**config.mk**
```make
export PLATFORM = sky130hd
export DESIGN_NAME = round_dequant_stream
export DESIGN_NICKNAME = d
export VERILOG_FILES = /design/src/rtl/round_dequant_stream.sv
export SDC_FILE = /design/constraint.sdc
export NUM_CORES = 1
export LEC_CHECK = 0
export CAP_MARGIN = 20
export CORE_MARGIN = 2
export CORE_UTILIZATION = 55
export DETAILED_ROUTE_END_ITERATION = 6
export DONT_BUFFER_PORTS = 1
export GPL_ROUTABILITY_DRIVEN = 1
export PLACE_DENSITY = 0.75
export SETUP_SLACK_MARGIN = 0.15
export SLEW_MARGIN = 20
export SYNTH_ARGS = -nofsm -noshare
export SYNTH_HDL_FRONTEND = slang
export SYNTH_SLANG_ARGS = --single-unit
```
**constraint.sdc**
```tcl
create_clock -name clk -period 2.4 [get_ports clk]
set_input_delay 0 -clock clk [delete_from_list [all_inputs] [get_ports clk]]
set_output_delay 0 -clock clk [all_outputs]
set_load 0.1 [all_outputs]
```
**src/rtl/round_dequant_stream.sv**
```systemverilog
// round_dequant_stream
//   Streaming dequantizer. It takes OUT_WIDTH-bit quantized samples and emits
//   IN_WIDTH-bit reconstructions (q << DIV_LOG2), passing them through a
//   2-entry FIFO so that either side can stall at full rate. It also counts
//   delivered samples.
//
// Ports
//   clk, reset        clock and synchronous active-high reset
//   din_valid/ready   input handshake; din is the quantized sample
//   dout_valid/ready  output handshake; dout is the reconstructed sample
//   clear             synchronously zeroes sample_cnt (wins over a pop)
//   sample_cnt        number of completed output transfers, wraps

module round_dequant_stream #(
  parameter int DIV_LOG2  = 3,
  parameter int OUT_WIDTH = 32,
  parameter int IN_WIDTH  = OUT_WIDTH + DIV_LOG2,
  parameter int CNT_WIDTH = 16
) (
  input  logic                 clk,
  input  logic                 reset,
  input  logic                 din_valid,
  output logic                 din_ready,
  input  logic [OUT_WIDTH-1:0] din,
  output logic                 dout_valid,
  input  logic                 dout_ready,
  output logic [IN_WIDTH-1:0]  dout,
  input  logic                 clear,
  output logic [CNT_WIDTH-1:0] sample_cnt
);

  logic [1:0][IN_WIDTH-1:0] mem;
  logic                     rd_ptr, wr_ptr;
  logic [1:0]               occ;
  logic                     push, pop;
  logic [IN_WIDTH-1:0]      word;

  // Exact inverse of the quantizer's divide, so no rounding is needed here.
  // Because the word is only widened, it can never overflow.
  assign word = IN_WIDTH'({din, {DIV_LOG2{1'b0}}});

  // Both handshake outputs depend only on occupancy. As a result, dout_ready
  // has no combinational path to din_ready.
  assign din_ready  = (occ != 2'd2);
  assign dout_valid = (occ != 2'd0);
  assign dout       = mem[rd_ptr];

  assign push = din_valid & din_ready;
  assign pop  = dout_valid & dout_ready;

  always_ff @(posedge clk) begin
    if (reset) begin
      occ        <= 2'd0;
      rd_ptr     <= 1'b0;
      wr_ptr     <= 1'b0;
      mem        <= '0;
      sample_cnt <= '0;
    end else begin
      if (push) begin
        mem[wr_ptr] <= word;
        wr_ptr      <= ~wr_ptr;
      end
      if (pop) rd_ptr <= ~rd_ptr;
      // A push and a pop together can only happen at occ=1. In that case
      // occupancy holds, the head advances, and the new entry fills the other slot.
      case ({push, pop})
        2'b10:   occ <= occ + 2'd1;
        2'b01:   occ <= occ - 2'd1;
        default: occ <= occ;
      endcase
      if (clear)    sample_cnt <= '0;
      else if (pop) sample_cnt <= sample_cnt + 1'b1;
    end
  end

endmodule

```
==> results of run 1 <==
==> registers in the layout, summed over array words and instances (netlist names) <==
signal      flops
mem            64
occ             2
rd_ptr          1
sample_cnt     16
wr_ptr          1
==> cell usage after synthesis <==
cell	number
buf_4	6
o211ai_2	1
and3b_1	1
clkbuf_1	10
or2_2	2
or3_1	2
dfxtp_1	84
mux2i_1	2
and4_1	2
o21ai_0	4
and3_1	2
ha_1	2
nor4_1	3
nand2b_1	1
nand4_2	1
nor2_1	15
nor3_1	2
a21oi_2	6
nand2_1	137
or3_2	3
inv_1	2
buf_6	8
conb_1	1
xnor2_1	5
buf_2	9
mux2_2	32
xor2_1	9
nand3_2	1
nand4_1	5
o2111a_2	1
nand3_1	2
nand3b_2	1
a21oi_1	63
==> metrics by stage <==
stage	worst slack, ns	area (um2)	util
2_1_floorplan	0.251	3630	-
3_3_place_gp	0.582	3940	0.620
3_5_place_dp	0.506	3940	0.620
4_1_cts	0.350	4620	0.727
5_1_grt	0.196	4620	0.727
6_report	0.338	4620	0.727
==> cell families after synthesis <==
family | after synthesis
compound gates | 75
buf+inv | 35
simple gates | 180
other cells | 1
flops | 84
fa+ha+maj | 2
xor+xnor | 14
mux | 34
==> per-layer routing <==
layer	global-route usage	share of wire	vias up	wire length (um)
met4	0.0996	0.015	0	136
li1	-	-	1566	-
met1	0.308	0.42	1514	3710
met5	0	0	-	0
met2	0.439	0.51	93	4490
met3	0.0506	0.056	15	499
==> path summary, 6_finish.rpt <==
check	cells after the start	end
max	5	mem[6]
min	2	sample_cnt[4]
max reg2reg	5	mem[6]
min reg2reg	2	mem[54]
==> where the power goes <==
part / leakage [nW] / internal [W] / switching (W)
sequential: 0.684 / 0.00153 / 0.0000885
combinational: 1.04 / 0.000526 / 0.00144
clock: 0.130 / 0.000752 / 0.000504
total: 1.85 / 0.00281 / 0.00203
==> worst max-delay path, cell delays in order (launching register included) <==
cell and delay, ns:
dfxtp_1 0.46, nand2b_1 0.28, nand3b_2 0.37, nand2_1 0.23, a21oi_2 0.07, dlygate4sd3_1 0.56
==> cell usage in the layout, fill, tap and decap left out, drive strengths merged <==
master         n
and4           2
nor4           3
nand3          3
clkbuf        11
a21oi         69
dlygate4sd3   39
inv            2
nand4          6
o21ai          4
nand2        137
or3            5
ha             2
bufinv         3
and3           2
conb           3
nand3b         1
xor2           9
nor2          15
o211ai         1
o2111a         1
mux2i          2
or2            2
buf           59
dfxtp         84
and3b          1
xnor2          5
mux2          32
nand2b         1
clkinv         2
nor3           2
==> cell type report <==
| cell class | count | area [um2] |
|---|---|---|
| well taps | 77 | 96.3 |
| inverters | 2 | 7.51 |
| clock inverters | 5 | 108 |
| flip-flops and latches | 84 | 1680 |
| fillers | 497 | 1730 |
| clock buffers | 11 | 151 |
| multi-input cells | 308 | 1720 |
| repair buffers | 98 | 853 |
==> results.md, run 1 <==
- Outcome: finished, final reports clean
- Cells after DPL: 529
- WL/cell: 15.1 um
- Multiplexer area fraction after synthesis: 0.105
- Initial antenna violation count: 0
- P_leak: 1.85 nW
- Vias in the first global route: 3233
- Achievable Freq: 485 MHz
- First-pass DRT Iterations: 4
- Mapped Cells: 425
- TritonCTS clock tree: built
- Worst EP required: about 2.6 ns
- Layout cells sized above 1: 0.242
- Syn. warnings: 0
- Worst Path Max Fanout: 17
- Die area: 7240 um2
- Cell Count, Final, Fillers Out: 585
- Total chip power: about 0.0048 W
- Ranking of synthesized cells by area: dfxtp_1, nand2_1, mux2_2
- Die height: 85.1 um
- Hold_buf cts: 40
- Ant diodes: 0
- Min Tclk post-route: between 2 and 2.5 ns
- VDD IR-drop max: 0.930 mV
- Clk sink count: 84
- Number of gates resized after cts: 0
- Hpwl dp: 5280 um
- Post-synth top area share: 0.465
- Worst-path clk slew: 0.08 ns
- Routed wire length: 8840 um
- PwrDens: 1050 nW/um2
- Area growth, synth to finish: 27.6%
- Max cap viols: 0
- Final setup viols: 0
- Worst EP arrival: 2.30 ns
- Root buffer cell: clkbuf_8
- Site Rows: 29
- Fraction of the mapped netlist area in simple logic gates: 0.212
- Hold Crit Class: in -> reg
- Vias post-DR: 3188
- Starting DRT DRC Count: 142
- Die X: 85.1 um
- GRT Resource Usage Total: 0.253
- TritonCTS Buffers: 9
- Setup bufs post-CTS: 0
- Post-route ant nets: 0
- CP startpoint: occ[0]
- Worst Skew: about 0.0040 ns
- Htree depth: 3
- Hold Slack: ~0.033 ns
- Synth area leader: dfxtp_1
- Syn_area_per_cell: 8.51 um2
- Initial Utilization: 0.570
- Post-synthesis adder-cell area fraction: 0.00692
- Final Hold Vio Count: 0
- Critical Path Sink Type: register
- Reg2Reg Launch Point: occ[0]
- Yosys cell types: 33
- Synth Area in Compound Gates: 0.114
- Crit share post-route: 0.859
- Mapped Area: 3620 um2
- Final GP Congestion: just under 0.8
- Io pins: 90
- Crit path kind: reg -> reg
- Nets@finish: 542
- CTS max path bufs: 2
- Slew Limit Fails: 0
- Internal reg-to-reg setup slack: 0.34 ns
- Setup TNS: 0 ns
- First-pass GRT wire length: 14800 um
- Remaining Overflow, GRT: 0
- Core Box Area: about 6300 um2
- Largest family of logic cells by synthesized area: simple AND/OR/NAND/NOR gates
- DRC: 0
- Seq cells post-synth: 84
- Xor/xnor cell area share of the yosys netlist: 0.0339
- # port buffers: 0
- Hold path startpoint: reset
- Register area share after synthesis: 0.465
- Unrepaired setup endpoints after global routing: no
- Vias per cell: 5.45
- Worst skew pair latency: roughly 0.34 ns
- Pin count of the biggest net entering global routing: slightly above 70
- Startpoint Class: register
No activity file was read; power rests on OpenSTA's default activity.
==> run 2, diff against run 1 <==
--- a/config.mk
+++ b/config.mk
@@ -7,11 +7,11 @@
 export LEC_CHECK = 0
 export CAP_MARGIN = 20
 export CORE_MARGIN = 2
-export CORE_UTILIZATION = 55
+export CORE_UTILIZATION = 62
 export DETAILED_ROUTE_END_ITERATION = 6
 export DONT_BUFFER_PORTS = 1
 export GPL_ROUTABILITY_DRIVEN = 1
-export PLACE_DENSITY = 0.75
+export PLACE_DENSITY = 0.83
 export SETUP_SLACK_MARGIN = 0.15
 export SLEW_MARGIN = 20
 export SYNTH_ARGS = -nofsm -noshare
==> run 2 against run 1 <==
  * Non-clock buffer count shrank 37
  * Fmax shrank 1.9%
  * Global-route usage up 1.3 points
  * Clock-buffer cell count shrank 1
  * Sequential share of layout area rose by 2.8 points
  * Sequential power is essentially flat
  * Final cell count is 7.5% lower
  * Clock skew is 0.0032 ns higher
  * Critical path type unchanged
==> results.md, run 2 (synthesis gave the netlist of run 1 again) <==
- Clock Power Share: 0.239
- Remaining Overflow, GRT: 0
- Pre-CTS WS: around 0.51 ns
- Setup ws final: between 0.2 and 0.3 ns
- Worst R2R Path Depth: 6
- Hold Crit Class: in -> reg
- Site Rows: 27
- Startpoint Class: register
- First-pass DRT Iterations: 4
- Worst Hold Path Cells: 3
- Setup TNS: 0 ns
- Crit path buffers/inverters: 2
- Total net switching power: 0.00197 W
- Endpoint of the worst register-to-register path: mem[23]
- CTS max path bufs: 2
- Worst Path Max Fanout: 20
- Io pins: 90
- Vias per cell: 5.58
- Final setup viols: 0
- Slowest stage cell, crit path: dlygate4sd3_1
- P_leak: 1.63 nW
- Hold path startpoint: dout_ready
- Commonest non-fill, non-tap cell in the layout: nand2_1
- Slew headroom: 0.522
- TritonCTS Buffers: 9
- Critical Path Sink Type: register
- WL/cell: 15.7 um
- Final Hold Vio Count: 0
- Die height: 80.4 um
- Reg2Reg Launch Point: occ[0]
- Internal power: ~0.0025 W
- Clk sink count: 84
- Hold Path End: rd_ptr
- Final GP Congestion: ~0.82
- Ant diodes: 0
- Die area: 6460 um2
- Worst skew pair latency: 0.34 ns
- Min Tclk post-route: 2.10 ns
- Max FFs per register: 64
- Internal reg-to-reg setup slack: between 0.2 and 0.3 ns
- Max cap viols: 0
- Worst Skew: ~0.0072 ns
- Crit share post-route: 0.876
- Layout cells sized above 1: 0.188
- Vias in the first global route: 3023
- Commonest cells after routing, fill and taps aside: nand2_1, dfxtp_1, a21oi_1, dlygate4sd3_1, mux2_2
- Worst-path clk slew: 0.08 ns
- Family with the most delay on the worst path: buffers and inverters
- Worst-Margin Slew: just over 0.7 ns
- VDD IR-drop max: 0.959 mV
- Routed wire length: roughly 8500 um
- Setup bufs post-CTS: 0
- Vias post-DR: between 3000 and 4000
- Die X: 80.4 um
- Achievable Freq: 476 MHz
- Sw frac: 0.437
- CP startpoint: occ[0]
- Unrepaired setup endpoints after global routing: no
- Outcome: finished, final reports clean
- Comb pwr share: 0.402
- TritonCTS clock tree: built
- Root buffer cell: clkbuf_8
- Hpwl dp: a little under 5000 um
- Core Box Area: around 5600 um2
- Area growth, synth to finish: 18.5%
- Crit path kind: reg -> reg
- PwrDens: about 1100 nW/um2
- Worst EP arrival: 2.32 ns
- Critical path, cell by cell: nand2b_1, nand3b_4, buf_4, nand2_1, a21oi_2, dlygate4sd3_1
- Biggest regs: mem: 64 flops, sample_cnt: 16 flops, occ: 2 flops
- # port buffers: 0
- Critical path's largest stage delay: 0.57 ns
- First-pass GRT wire length: 13400 um
- Nets@finish: 505
- Reg with most FFs: mem
- Initial Utilization: 0.649
- Sequential group share of total power: 0.359
- Pin count of the biggest net entering global routing: roughly 70
- DRC: 0
- Slew Limit Fails: 0
- Worst EP required: 2.62 ns
- Starting DRT DRC Count: ~140
- Htree depth: 3
- Post-route ant nets: 0
- GRT Resource Usage Total: 0.266
- Initial antenna violation count: 0
run 2: cell count changes in the layout (fill, tap and decap cells not counted), sizes merged:
cell,before,now
dlygate4sd3,39,35
buf,59,26
bufinv,3,2
clkinv,2,0
clkinvlp,0,2
clkbuf,11,10
run 2: power by group through the flow:
| stage | logic [W] | clock network [W] | registers (W) |
|---|---|---|---|
| floorplan | 0.00162 | 0 | 0.00164 |
| global placement | 0.00169 | 0 | 0.00164 |
| detailed placement | 0.00171 | 0 | 0.00165 |
| CTS | 0.00180 | 0.00109 | 0.00162 |
| global route | 0.00189 | 0.00115 | 0.00164 |
| finish | 0.00182 | 0.00108 | 0.00162 |
run 2: worst max-delay path by stage:
| stage | cells after the start | endpoint | slack [ns] |
|---|---|---|---|
| after detailed placement | 6 | occ[1] | 0.51 |
| final | 6 | mem[23] | 0.30 |
| after floorplan | 7 | occ[1] | 0.25 |
| after global placement | 6 | occ[1] | 0.59 |
| after global routing | 6 | mem[23] | 0.17 |
| after CTS | 6 | mem[23] | 0.20 |
run 2: layer usage:
metal / GRT usage / wire length [um]
met3: 0.0652 / 477
met4: 0.100 / 80
met2: 0.493 / 4430
met5: 0 / 0
met1: 0.291 / 3510
run 2: area by class of cell:
class                      instances  area (um2)
multi-input combinational        308        1730
inverter                           2        7.51
timing repair buffer              61         569
tap                               72        90.1
fill                             394        1280
clock inverter                     4        75.1
sequential                        84        1680
clock buffer                      10         138
run 2: per-stage QoR:
step	area (um2)	std cells	total power, W	util	hold slack [ns]
global route	4290	541	0.00469	0.769	0.0238
floorplan	3630	427	0.00326	-	0.136
finish	4290	541	0.00452	0.769	0.00731
detailed placement	3690	491	0.00337	0.661	0.0714
CTS	4280	541	0.00450	0.767	0.00247
global placement	3690	491	0.00334	0.661	0.0704
run 2: worst register-to-register path, delay by kind of cell (launching register included):
family	cells	cell delay [ns]
buffers and inverters	2	0.86
AO/OA/AOI/OAI	1	0.05
flip-flops	1	0.44
AND/OR/NAND/NOR	3	0.65
run 2: repair_timing:
action | CTS | global route
endpoints found under the hold margin | 69 | 0
hold buffers | 36 | 0
setup endpoints to repair | 0 | 1
gates resized for setup | 0 | 2
